### src/rtl/commit_trace_tx.sv
// Commit trace transmitter: buffers retired {pc,inst} pairs for a host reader and
// turns ebreak / undecodable instructions into a sticky, drained halt request.
module commit_trace_tx #(
  parameter int DEPTH = 8
) (
  input  logic        clk,
  input  logic        rst_n,
  input  logic        wb_valid,
  input  logic [63:0] wb_pc,
  input  logic [31:0] wb_inst,
  input  logic [63:0] wb_a0,
  input  logic        wb_unknown,
  output logic        wb_stall,
  output logic        tr_valid,
  input  logic        tr_ready,
  output logic [63:0] tr_pc,
  output logic [31:0] tr_inst,
  output logic        halt,
  output logic [1:0]  halt_cause,
  output logic [63:0] halt_code,
  output logic [63:0] retired_cnt
);

  localparam int AW = (DEPTH > 1) ? $clog2(DEPTH) : 1;
  localparam logic [AW:0]  CNT_FULL = (AW+1)'(DEPTH);
  localparam logic [31:0]  EBREAK   = 32'h0010_0073;
  localparam logic [1:0]   CAUSE_NONE    = 2'd0;
  localparam logic [1:0]   CAUSE_EBREAK  = 2'd1;
  localparam logic [1:0]   CAUSE_UNKNOWN = 2'd2;

  typedef enum logic [1:0] {
    RUN    = 2'd0,
    DRAIN  = 2'd1,
    HALTED = 2'd2
  } state_t;

  state_t        state_q, state_d;
  logic [AW-1:0] wr_ptr_q, wr_ptr_d;
  logic [AW-1:0] rd_ptr_q, rd_ptr_d;
  logic [AW:0]   count_q, count_d;
  logic [1:0]    cause_q, cause_d;
  logic [63:0]   code_q, code_d;
  logic [63:0]   retired_q, retired_d;

  logic [63:0]   mem_pc   [DEPTH];
  logic [31:0]   mem_inst [DEPTH];

  logic push, pop;

  assign wb_stall    = (count_q == CNT_FULL) || (state_q != RUN);
  assign tr_valid    = (count_q != '0) && (state_q != HALTED);
  assign push        = wb_valid && !wb_stall;
  assign pop         = tr_valid && tr_ready;
  assign tr_pc       = mem_pc[rd_ptr_q];
  assign tr_inst     = mem_inst[rd_ptr_q];
  assign halt        = (state_q == HALTED);
  assign halt_cause  = cause_q;
  assign halt_code   = code_q;
  assign retired_cnt = retired_q;

  always_comb begin
    state_d   = state_q;
    wr_ptr_d  = wr_ptr_q;
    rd_ptr_d  = rd_ptr_q;
    count_d   = count_q + {{AW{1'b0}}, push} - {{AW{1'b0}}, pop};
    cause_d   = cause_q;
    code_d    = code_q;
    retired_d = retired_q;

    if (push) begin
      wr_ptr_d  = wr_ptr_q + AW'(1);
      retired_d = retired_q + 64'd1;
    end
    if (pop) begin
      rd_ptr_d = rd_ptr_q + AW'(1);
    end

    unique case (state_q)
      RUN: begin
        // Ebreak is checked first so it wins over a simultaneous decode failure.
        if (push && (wb_inst == EBREAK)) begin
          state_d = DRAIN;
          cause_d = CAUSE_EBREAK;
          code_d  = wb_a0;
        end else if (push && wb_unknown) begin
          state_d = DRAIN;
          cause_d = CAUSE_UNKNOWN;
          code_d  = '1;
        end
      end
      DRAIN: begin
        if (count_d == '0) begin
          state_d = HALTED;
        end
      end
      HALTED: begin
        state_d = HALTED;
      end
      default: begin
        state_d = RUN;
        cause_d = CAUSE_NONE;
        code_d  = '0;
      end
    endcase
  end

  always_ff @(posedge clk or negedge rst_n) begin
    if (!rst_n) begin
      state_q   <= RUN;
      wr_ptr_q  <= '0;
      rd_ptr_q  <= '0;
      count_q   <= '0;
      cause_q   <= CAUSE_NONE;
      code_q    <= '0;
      retired_q <= '0;
    end else begin
      state_q   <= state_d;
      wr_ptr_q  <= wr_ptr_d;
      rd_ptr_q  <= rd_ptr_d;
      count_q   <= count_d;
      cause_q   <= cause_d;
      code_q    <= code_d;
      retired_q <= retired_d;
    end
  end

  // Payload storage is never read while count is zero, so it carries no reset.
  always_ff @(posedge clk) begin
    if (push) begin
      mem_pc[wr_ptr_q]   <= wb_pc;
      mem_inst[wr_ptr_q] <= wb_inst;
    end
  end

endmodule

### config.mk
export PLATFORM = sky130hd
export DESIGN_NAME = commit_trace_tx
export DESIGN_NICKNAME = d
export VERILOG_FILES = /design/src/rtl/commit_trace_tx.sv
export SDC_FILE = /design/constraint.sdc
export NUM_CORES = 1
export LEC_CHECK = 0
export ABC_AREA = 1
export CELL_PAD_IN_SITES_DETAIL_PLACEMENT = 0
export CELL_PAD_IN_SITES_GLOBAL_PLACEMENT = 2
export CORE_MARGIN = 2
export CORE_UTILIZATION = 34
export DETAILED_ROUTE_END_ITERATION = 7
export PLACE_DENSITY_LB_ADDON = 0.1
export SLEW_MARGIN = 20
export SYNTH_ARGS = -nofsm -noshare
export SYNTH_HDL_FRONTEND = slang
export SYNTH_SLANG_ARGS = --single-unit
### constraint.sdc
create_clock -name clk -period 6.1 [get_ports clk]
set_input_delay 0.61 -clock clk [delete_from_list [all_inputs] [get_ports clk]]
set_output_delay 0.61 -clock clk [all_outputs]
set_load 0.03 [all_outputs]
---- Word-level counts from Yosys, hierarchy flattened ----
Memories as Yosys holds them, arrays and structs flattened.
Cells that the tools add are included.
cells by class
  add/sub/neg operators ................... 5
  eq/ne operators ......................... 7
  multiplexer cells ....................... 12
  bitwise gates (word level) .............. 1
  reduce and logical (&&, ||, !) cells .... 14
operators with widths
  kind                     count
  $mux W64                 2
  $pmux W64 S2             1
  $add A64 B1 Y64 const B  1
  $eq A32 B21 Y1 const B   1
  $mux W2                  5
  $add A3 B1 Y3 const B    2
  $pmux W2 S3              1
  $logic_and A1 B1 Y1      5
  $add A4 B1 Y4            1
  $eq A4 B4 Y1 const B     1
  $logic_not A4 Y1         1
  $ne A2 B2 Y1 const B     2
  $pmux W2 S2              1
  $reduce_and A2 Y1        2
  $reduce_bool A4 Y1       1
  $sub A4 B1 Y4            1
  $ne A3 B3 Y1 const B     1
  $eq A2 B1 Y1 const B     1
  $eq A2 B2 Y1 const B     1
  $logic_not A2 Y1         1
  $mux W1                  2
  $reduce_bool A2 Y1       1
  $reduce_or A2 Y1         1
  $logic_not A1 Y1         1
  2 further kinds          2
word-level totals
  register bits ........................... 142
  RAM bits ................................ 768
  output and inout port bits .............. 229
  logic and storage cells ................. 48
  memories ................................ 2
memory list
  memory    depth  bits a word  read ports  clocked after Yosys merged registers in  write ports  RTL line  RTL
  mem_pc    8      64           1           0                                        1            45        logic [63:0] mem_pc [DEPTH];
  mem_inst  8      32           1           0                                        1            46        logic [31:0] mem_inst [DEPTH];

---- Depth between registers and ports, before layout ----
  depth in word-level cells ............... 9
  gate-level depth with buffers ........... 16
  depth with buffers taken out ............ 16

---- Least setup slack after synthesis ----
No wires, ideal clock.
  path kind ............................... reg-to-reg
  start ................................... reg state_q[0]
  end ..................................... mem mem_inst[0][0], enable pin
  data arrival time ....................... 5,473 ps
  required time ........................... 5,549 ps
  path slack .............................. 76 ps
  cell stages (with the launch flop) ...... 8
  path buffers ............................ 2
  clock period less this slack ............ 6,024 ps
  cells stage by stage .................... dfrtp_1 -> inv_1 -> ha_1 -> buf_2 -> nand3_4 -> buf_1 -> or2_2 -> nor2_1
on the way
  cells in the longest elaborated chain, start to end .. 6
RTL lines
  what                           RTL line  RTL
  start: declaration             37        state_t state_q, state_d;
  start signal: assignment       117       state_q <= state_d;
  $reduce_bool A2 Y1             50        assign wb_stall = (count_q == CNT_FULL) || (state_q != RUN);
  $logic_or A1 B1 Y1             50
  $logic_not A1 Y1               52        assign push = wb_valid && !wb_stall;
  $logic_and A1 B1 Y1            52
  $mux W1                        129       if (push) begin
  $mux W1 (implied by the code)  131       mem_inst[wr_ptr_q] <= wb_inst;
  end: declaration               46
Every way passes these cells.

---- Worst setup path in the final report ----
  start ................................... reg rd_ptr_q[0]
  end ..................................... out tr_pc[8]
on the way
  cells in the longest elaborated chain, start to end .. 1
RTL lines
  what                      RTL line  RTL
  start: declaration        39        logic [AW-1:0] rd_ptr_q, rd_ptr_d;
  start signal: assignment  119       rd_ptr_q <= rd_ptr_d;
  $mem_v2 Z8 W64            n/a
  end: declaration          16        output logic [63:0] tr_pc,
Every way passes these cells.

==> flow_summary.yaml <==
outcome:
  status: "finished, final reports clean"
drt:
  drt_drc_violations_left: 0
  detailroute.via_count: 25880
  detailedRoute.firstPassIterationCount: 5
  detail-route-antenna-nets: 0
  wl_per_cell_um: 20.7
  first_iter_violations: 1521
  detail_route.vias_per_cell: 4.90
  postRouteWirelength_mm: 109
critical_path:
  critical_path.cell_chain: "buf_12 > buf_4 > o21ai_0 > o22ai_1 > nor2_1 > a31oi_1 > clkdlybuf4s50_1"
  critical_path.startpoint_type: "flop"
  crit_path_end_kind: "output port"
  worstPathArrival_ps: 4480
  path_class: "flop to output port"
  worst_path_largest_cell_delay_ps: 870
  crit_fanout: 131
  cp_slowest_cell: "dfrtp_4"
  required_time_at_the_worst_slack_endpoint_ps: 5490
layout:
  mostFrequentLayoutCell: "nor2_1"
  finalNetCount: 3885
  postLayoutCoreUtil_pct: 42.2
  final_cell_mix: "nor2_1 (770), edfxtp_1 (768), clkdlybuf4s50_1 (392)"
  fillerInstances: 10534
  area_growth_syn_to_layout_pct: 23.3
  sequential_cell_area_mm2: 0.0266
  drive_gt1_share_pct: 6.54
  multi_input_area_mm2: 0.00959
  post-route-cell-area_mm2: 0.0466
global_route:
  grt_start_max_net_pins: 210
  initial_antenna_violation_count: 15
  grt_util_all_layers_pct: 19.0
  first_global_vias: 26480
  global_route_wire_length_before_repair_mm: 165
  global_route.overflow_total: 0
place:
  gp_congestion: 0.754
  portBuffers: 393
  detailed_place.area_mm2: 0.0433
  detailedPlacementHpwl_mm: 61.9
yosys:
  syn-num-nets: 3536
  main_combinational_cell_family_by_area_after_synthesis: "simple AND/OR/NAND/NOR gates"
  synth-warning-count: 0
  async_reset_ff_share_pct: 15.6
  netlist_top_cells_area: "edfxtp_1 (61%), dfrtp_1 (9.4%), nor2_1 (7.7%)"
  synth_area_per_cell_um2: 11.3
  synth_top_area_share_pct: 61.0
  synth_sequential_area_ratio_pct: 70.4
  synth_xor_area_share_pct: 1.14
  synth_enable_flop_cells: 768
  netlist-cell-type-count: 36
  synth_ff_type: "edfxtp_1"
  post_synth_mux_area_share_pct: 0
  yosys.area_share.simple_pct: 15.1
  post_synth_instance_area_mm2: 0.0378
  yosys_register_bits: 910
  netlist_instances: 3357
  post_synthesis_share_of_cell_area_spent_on_full_adders_half_adders_and_majority_gates_pct: 0.483
  cell_type_contributing_the_most_total_cell_area_after_synthesis: "edfxtp_1"
  synth_compound_gate_area_share_pct: 8.43
sta:
  setup-violations-final: 0
  setup-tns-final_ps: 0
  rsz0062_at_grt: "no"
  fmax_mhz: 197
  finClkSkew_ps: 28.6
  worst-slew-pin-transition_ps: 1020
  fin_crit_sh_pct: 83.4
  maxSlewViolCount: 0
  timing.final.hold_violations: 0
  max_slew_margin_pct: 31.8
  layout_min_cycle_time_ps: 5090
pwr:
  power_report.internal_total_w: 0.0142
  p_leak_nw: 16.8
  power_frac_comb_pct: 40.2
  clock_power_share_pct: 26.1
  power_switching_w: 0.00933
  switching_share_pct: 39.6
  power_frac_seq_pct: 33.7
  power.ir.vdd_worst_mv: 0.375
  design_power_total_w: 0.0236
  powerDensity_mw_per_mm2: 505
cts:
  post_cts.repair.setup_buffers: 0
  cts_tree: "built"
  htreeDepth: 3
  clockBufferDepth: 3
  clk-insertion-delay-late_ps: 690
  path_clk_slew_ps: 60
  cts_buffers: 102
  cts_sinks: 910
  clk_root_buffer_cell: "clkbuf_16"
floorplan:
  fp-row-count: 122
  io_pins: 394
  initial_core_util_pct: 34.2
  design.core.area_mm2: 0.111
  fp.dieW_um: 337
  die_h_um: 337
  dieArea_mm2: 0.114
min_path:
  hold_path_class: "input pin to async pin"
job:
  drv.max_cap_violation_count: 0
-- layout make-up --
type	instances	share of cell area, %
Inverter	203	1.68
Tap cell	1488	3.99
Clock buffer	125	5.73
Clock inverter	64	1.46
Sequential cell	910	57.1
Multi-Input combinational cell	2052	20.6
Timing Repair Buffer	437	9.47
Antenna cell	2	0.0107
-- worst paths after layout --
path	startpoint	to	slack, ps	depth (start not counted)
max reg2reg	state_q[0]$_DFFE_PN0P_	mem_pc[2][24]$_DFFE_PP_	2810	6
min reg2reg	halt_cause[0]$_DFFE_PN0P_	halt_cause[0]$_DFFE_PN0P_	480	2
max	rd_ptr_q[0]$_DFFE_PN0P_	tr_pc[8]	1010	7
min	rst_n	halt_code[49]$_DFFE_PN0P_	390	2
max in group asynchronous	rst_n	retired_cnt[9]$_DFFE_PN0P_	4440	3
min in group clk	halt_cause[0]$_DFFE_PN0P_	halt_cause[0]$_DFFE_PN0P_	480	2
-- power groups by stage --
stage,sequential (W),clock (W),combinational (W)
CTS,0.00795,0.00634,0.00965
finish,0.00794,0.00615,0.00946
floorplan,0.00837,0,0.00562
global route,0.00802,0.00659,0.0104
global placement,0.00805,0,0.00954
detailed placement,0.00806,0,0.00962
-- per-layer routing --
metal  part of all wire [%]  up-vias  wire length [µm]  GRT usage [%]
met5                   0.14        -               157              0
met4                    1.9       24              2030           4.83
met3                    6.5      137              7130           5.13
met2                     48      557             52200           31.3
met1                     44    12832             47900           24.8
li1                       -    12330                 -              -
-- cell families (layout without fill, tap and decap cells) --
logic type | Yosys count | count (layout)
and+or+nand+nor | 1401 | 1401
DFF | 910 | 910
AOI/OAI and AO/OA | 588 | 588
buffers and inverters | 395 | 829
xor gates and xnor gates | 49 | 49
adders and majority gates | 14 | 14
other | 0 | 2
-- worst max-delay path: cells and delay by family (launching register included) --
kind	cells	cell delay [ps]
compound gates	3	680
flops	1	870
buf+inv	3	2000
simple gates	1	60
-- metrics by stage --
step | std cells | setup WS (ps) | hold slack, ps
2_1_floorplan | 3357 | 75.6 | 314
3_3_place_gp | 5088 | 1740 | 458
3_5_place_dp | 5089 | 1700 | 461
4_1_cts | 5279 | 920 | 360
5_1_grt | 5279 | 681 | 400
6_report | 5281 | 1010 | 387
-- timing repair --
item	CTS	global route
gates resized for setup	0	0
setup endpoints to repair	0	0
hold buffers	1	0
endpoints found under the hold margin	32	0
-- sequential cells by signal (all words and copies together) (netlist names) --
| signal | flops |
|---|---|
| count_q | 4 |
| state_q | 2 |
| retired_cnt | 64 |
| rd_ptr_q | 3 |
| mem_pc | 512 |
| halt_code | 64 |
| wr_ptr_q | 3 |
| mem_inst | 256 |
| halt_cause | 2 |
-- cell usage after synthesis (8+ instances only) --
| cell type | count |
|---|---|
| nor3_1 | 15 |
| ha_1 | 13 |
| xor2_1 | 27 |
| buf_4 | 29 |
| nand2_2 | 8 |
| nand2_1 | 385 |
| edfxtp_1 | 768 |
| nor2_1 | 779 |
| nand3_1 | 165 |
| o21ai_0 | 390 |
| xnor2_1 | 22 |
| dfrtp_1 | 142 |
| a31oi_1 | 97 |
| buf_1 | 18 |
| nor2_2 | 11 |
| inv_1 | 197 |
| buf_2 | 47 |
| o22ai_1 | 96 |
| nand4_1 | 14 |
| clkbuf_1 | 93 |
Power figures use the tool's default switching activity.
